**src/rtl/dmem_pkg.sv**
```systemverilog
// Shared definitions for the two-port data-memory arbiter: FSM states,
// port count and default bus widths.
package dmem_pkg;

  localparam int NPORT  = 2;
  localparam int AW_DEF = 8;
  localparam int DW_DEF = 8;

  typedef enum logic [1:0] {
    IDLE   = 2'd0,
    ACCESS = 2'd1,
    DONE   = 2'd2
  } state_e;

endpackage

```
**src/rtl/rr_arb2.sv**
```systemverilog
// Two-way round-robin arbiter: combinational one-hot grant, pointer to the
// last granted port advanced only when the caller commits to the grant.
module rr_arb2
  import dmem_pkg::*;
(
  input  logic             clk,
  input  logic             rst_n,
  input  logic [NPORT-1:0] req,
  input  logic             advance,
  output logic [NPORT-1:0] gnt
);

  // last = 1 means port 1 was granted most recently, so port 0 wins a tie
  logic last;

  always_comb begin
    gnt = req;
    if (&req) gnt = last ? 2'b01 : 2'b10;
  end

  always_ff @(posedge clk or negedge rst_n) begin
    if (!rst_n)                last <= 1'b1;
    else if (advance && |gnt)  last <= gnt[1];
  end

endmodule

```
**src/rtl/dmem_arbiter.sv**
```systemverilog
// Data-memory arbiter between CPU (port 0) and loader/DMA (port 1).
// Each access runs IDLE -> ACCESS -> DONE, one cycle per state.
module dmem_arbiter
  import dmem_pkg::*;
#(
  parameter int AW = AW_DEF,
  parameter int DW = DW_DEF
) (
  input  logic          clk,
  input  logic          rst_n,
  input  logic          p0_req,
  input  logic          p0_we,
  input  logic [AW-1:0] p0_addr,
  input  logic [DW-1:0] p0_wdata,
  output logic          p0_gnt,
  output logic          p0_done,
  input  logic          p1_req,
  input  logic          p1_we,
  input  logic [AW-1:0] p1_addr,
  input  logic [DW-1:0] p1_wdata,
  output logic          p1_gnt,
  output logic          p1_done,
  output logic [DW-1:0] rdata,
  output logic [AW-1:0] mem_add,
  output logic [DW-1:0] mem_data_in,
  output logic          mem_wr,
  input  logic [DW-1:0] mem_data_out
);

  state_e           state, state_nxt;
  logic [NPORT-1:0] req, win;
  logic             take, owner, we_q;

  // Valid/ready: a port holds req with stable fields until its gnt pulse;
  // fields are latched on the edge that enters ACCESS, so req may drop
  // from the gnt cycle onwards. done marks completion, rdata valid with it.
  assign req  = {p1_req, p0_req};
  assign take = (state == IDLE) && (|req);

  rr_arb2 u_arb (
    .clk     (clk),
    .rst_n   (rst_n),
    .req     (req),
    .advance (take),
    .gnt     (win)
  );

  always_ff @(posedge clk or negedge rst_n) begin
    if (!rst_n) state <= IDLE;
    else        state <= state_nxt;
  end

  always_comb begin
    state_nxt = state;
    p0_gnt    = 1'b0;
    p1_gnt    = 1'b0;
    p0_done   = 1'b0;
    p1_done   = 1'b0;
    case (state)
      IDLE:    if (|req) state_nxt = ACCESS;
      ACCESS: begin
        state_nxt = DONE;
        p0_gnt    = ~owner;
        p1_gnt    = owner;
      end
      DONE: begin
        state_nxt = IDLE;
        p0_done   = ~owner;
        p1_done   = owner;
      end
      default: state_nxt = IDLE;
    endcase
  end

  // mem_wr is set only on entry to ACCESS, so it is high for that one cycle
  always_ff @(posedge clk or negedge rst_n) begin
    if (!rst_n) begin
      owner       <= 1'b0;
      we_q        <= 1'b0;
      mem_add     <= '0;
      mem_data_in <= '0;
      mem_wr      <= 1'b0;
      rdata       <= '0;
    end else begin
      mem_wr <= 1'b0;
      if (take) begin
        owner       <= win[1];
        we_q        <= win[1] ? p1_we    : p0_we;
        mem_add     <= win[1] ? p1_addr  : p0_addr;
        mem_data_in <= win[1] ? p1_wdata : p0_wdata;
        mem_wr      <= win[1] ? p1_we    : p0_we;
      end
      if (state == ACCESS && !we_q) rdata <= mem_data_out;
    end
  end

endmodule

```
**config.mk**
```make
export PLATFORM = sky130hd
export DESIGN_NAME = dmem_arbiter
export DESIGN_NICKNAME = d
export VERILOG_FILES = /design/src/rtl/dmem_pkg.sv /design/src/rtl/rr_arb2.sv /design/src/rtl/dmem_arbiter.sv
export SDC_FILE = /design/constraint.sdc
export NUM_CORES = 1
export LEC_CHECK = 0
export ABC_AREA = 1
export ABC_CLOCK_PERIOD_IN_PS = 3600
export CORE_UTILIZATION = 43
export CTS_CLUSTER_DIAMETER = 80
export CTS_CLUSTER_SIZE = 8
export DETAILED_ROUTE_END_ITERATION = 12
export PLACE_DENSITY = 0.81
export SYNTH_ARGS = -nofsm -noshare
export SYNTH_HDL_FRONTEND = slang
export SYNTH_SLANG_ARGS = --single-unit
```
**constraint.sdc**
```tcl
create_clock -name clk -period 3.6 [get_ports clk]
set_clock_uncertainty 0.05 [all_clocks]
set_input_delay 1.08 -clock clk [delete_from_list [all_inputs] [get_ports clk]]
set_output_delay 1.08 -clock clk [all_outputs]
set_load 0.01 [all_outputs]
```
# Yosys cells after proc, flatten, opt, wreduce, memory -nomap -nowiden

Cells that the tools add are included.

Equality and inequality tests: 3
Bitwise logic cells: 1
Reduce and logical (&&, ||, !) cells: 8
Multiplexer cells: 12

Operators with widths:

| operator           | count |
|---|---|
| $mux 8             | 2 |
| $mux 1             | 6 |
| $mux 2             | 3 |
| $pmux 2 s2         | 1 |
| $reduce_or 2->1    | 2 |
| $logic_and 1x1->1  | 3 |
| $eq 2x1->1 const B | 1 |
| $eq 2x2->1 const B | 1 |
| $logic_not 2->1    | 1 |
| $ne 2x1->1 const B | 1 |
| $reduce_and 2->1   | 1 |
| $logic_not 1->1    | 1 |
| $not 1->1          | 1 |

Output and inout port bits: 29
Bits in registers: 30
Input port bits: 46
Word-level logic and storage cells: 32

# Depth between registers and ports, before layout

Depth after elaboration: 4
Gate-level depth with buffers: 7
Gate-level depth less buffers: 6

# Hierarchy

From an unflattened synthesis, not the netlist that was laid out.

Cell total of the unflattened synthesis: 193
Area, all modules: 1431.4 um^2

Modules (own cells, without submodules):

| module       | cells an instance | instances | sequential area each (um^2) | area each (um^2) |
|---|---|---|---|---|
| dmem_arbiter | 185               | 1         | 725.7                       | 1370.1 |
| rr_arb2      | 8                 | 1         | 26.3                        | 61.3 |

# Worst setup path after synthesis

OpenSTA, ideal clock, no wires.

Path kind: register to output
From: register state[0]
To: output port p0_gnt
Setup slack: 1578 ps
Buffers on the path: 1
Data required time: 2470 ps
Cell stages (with the launch flop): 6
Arrival: 892 ps
Path through: dfrtp_1 -> inv_1 -> nor2_1 -> buf_2 -> inv_1 -> nor2_1

Cells in the longest elaborated chain, start to end: 2

RTL lines:

| element                | line               | RTL |
|---|---|---|
| from (decl)            | dmem_arbiter.sv:30 | `state_e state, state_nxt;` |
| from (signal assigned) | dmem_arbiter.sv:50 | `else state <= state_nxt;` |
| $eq 2x1->1             | dmem_arbiter.sv:59 | `case (state)` |
| $mux 1                 | dmem_arbiter.sv:59 |  |
| to (decl)              | dmem_arbiter.sv:15 | `output logic p0_gnt,` |

Every way passes these cells.

# Final worst setup path

Ends and elaborated chain as after synthesis.

==> metrics.yaml <==
clock_latency_ns: 0.32
maxSlewHeadroom_pct: 75.4
peakVddDrop_mv: 0.296
arrival_ns: 1.74
io_pins: 75
synth_area_mm2: 0.00154
worstRegToRegCells: 5
diodes: 0
final_max_slew_viol_count: 0
final_antenna_net_count: 0
seq_area_frac_synth_pct: 49.0
period_share_pct: 79.8
drcViolationCount: 0
start_util_pct: 45.3
synth_top_area_share_pct: 47.3
hp-class: "flip-flop to flip-flop"
fin_area_mm2: 0.00235
synth_area_per_cell_um2: 7.53
hold_violations: 0
powerDensity_mw_per_mm2: 704
finalSetupTns_ns: 0
syn_nets: 250
antenna_found_initial: 0
cp-start-kind: "flip-flop"
ctsResizeCount: 0
grt_pass1_vias: 1381
internal-power_mw: 1.03
dp.cells: 319
cts_buffers: 5
rows: 21
cts_tree: "yes"
postSynthCellCount: 204
wl_um: 3600
ys_top_cells_by_area: "dfrtp_1 (47%), nand2_1 (18%), nand3_1 (14%), inv_1 (9.8%), buf_6 (2.9%)"
dp_hpwl_um: 2640
finalSetupViolCount: 0
worst_pin_slew_ns: 0.368
chipWidth_um: 61.8
grt_max_degree: 31
pwr-share-comb_pct: 51.4
root_buffer: "clkbuf_4"
status: "finished clean"
place_congestion: 0.750
post_cts_buffers: 0
rsz0062_at_grt: "no"
pwr-share-seq_pct: 36.2
cp_data_required_time_ns: 2.47
synth_cell_types: 17
layout_common_cells: "clkdlybuf4s50_1 (74), nand2_1 (72), nand3_1 (42), inv_1 (40), dfrtp_1 (29)"
drtIter0Drc: 104
swShare_pct: 37.9
clockBufferDepth: 2
critPathKind: "flip-flop to output port"
synth_top_cell_by_area: "dfrtp_1"
ys_ff_latch: 30
drt_pass1_iterations: 4
p_sw_mw: 0.627
p_leak_nw: 1.24
overflow: 0
dieArea_mm2: 0.00381
io_buffers: 74
routed_via_density: 4.54
maxClockFrequency_mhz: 348
crit_fanout: 11
finalNetCount: 326
cp-end-kind: "output port"
synth_warnings: 0
whs_path_depth: 2
pwr-share-clk_pct: 12.5
postCtsHoldBufs: 0
die_h_um: 61.8
grt_pass1_wl_um: 5850
wire_per_inst_um: 11.0
period_needed_ns: 2.87
final_cell_count_no_fill: 327
grtUsageTotal_pct: 21.6
area_growth_pct: 53.0
vias: 1486
placed_area_mm2: 0.00229
final_layout_size_suffix_gt1_share_pct: 5.69
layout_commonest_cell: "clkdlybuf4s50_1"
whs_ns: 0.428
drv_cap: 0
clk_pin_slew_worst_paths_ns: 0.09
clkSinkCount: 30
htree_num_levels: 2
core_area_mm2: 0.00339
==> worst paths after layout <==
path                            start  slack (ns)        endpoint
max                          state[0]        0.73          p0_gnt
min                        u_arb.last        0.43      u_arb.last
max reg2reg                u_arb.last        2.15            we_q
min reg2reg                u_arb.last        0.43      u_arb.last
max in group asynchronous       rst_n        2.11      u_arb.last
min in group asynchronous       rst_n        1.07  mem_data_in[4]
==> worst max-delay path, stage by stage (launching register included) <==
cell and delay [ns]:
dfrtp_1 0.38, inv_1 0.07, nor2_1 0.10, buf_4 0.18, inv_1 0.06, nor2_1 0.09, clkdlybuf4s50_1 0.55
==> metal layers <==
metal | track usage [%] | wire length, um | vias to the layer above | share of wire, %
met5 | 0 | 0 | - | 0
met1 | 24.5 | 1530 | 649 | 43
li1 | - | - | 766 | -
met4 | 11.7 | 87 | 0 | 2.4
met2 | 36.1 | 1760 | 60 | 49
met3 | 6.83 | 220 | 11 | 6.1
==> stage by stage <==
stage	setup slack [ns]	utilization (%)	power, mW
finish	0.726	69.3	1.65
CTS	0.692	69.3	1.67
global placement	0.994	67.5	1.44
floorplan	1.58	-	1.04
detailed placement	0.953	67.5	1.46
global route	0.560	69.3	1.80
==> cell type report <==
cell class                      instances  area [um^2]
Timing Repair Buffer                   77          763
Fill cell                             286         1040
Sequential cell                        30          752
Clock inverter                          1         5.00
Inverter                               42          160
Multi-Input combinational cell        124          556
Clock buffer                            7         55.1
Tap cell                               46         57.6
==> sequential cells by signal, summed over array words and instances (netlist names) <==
| register | count |
|---|---|
| u_arb.last | 1 |
| state | 2 |
| rdata | 8 |
| owner | 1 |
| mem_add | 8 |
| we_q | 1 |
| mem_data_in | 8 |
| mem_wr | 1 |
==> Yosys cell counts <==
| library cell | number |
|---|---|
| nand2_2 | 1 |
| nand2_1 | 72 |
| inv_1 | 40 |
| inv_4 | 1 |
| dfstp_2 | 1 |
| buf_2 | 3 |
| nor2_1 | 3 |
| nor2_4 | 1 |
| nand3_1 | 42 |
| clkinv_1 | 1 |
| buf_6 | 4 |
| buf_4 | 1 |
| nand2_4 | 1 |
| dfrtp_1 | 29 |
| nor2_8 | 1 |
| nor3_1 | 2 |
| o21ai_0 | 1 |
==> kinds of logic after synthesis <==
kind of cell / count (synthesis) / synth area share [%]
AOI/OAI and AO/OA: 1 / 0.326
buffers and inverters: 50 / 14.8
DFF: 30 / 49.0
and+or+nand+nor: 123 / 35.9
==> power by group through the flow <==
stage               clock network, mW  registers (mW)  logic, mW
finish                          0.206           0.598      0.849
global route                    0.227           0.620      0.949
CTS                             0.210           0.598      0.859
detailed placement                  0           0.601      0.858
global placement                    0           0.604      0.833
floorplan                           0           0.660      0.382
Power figures use the tool's default switching activity.
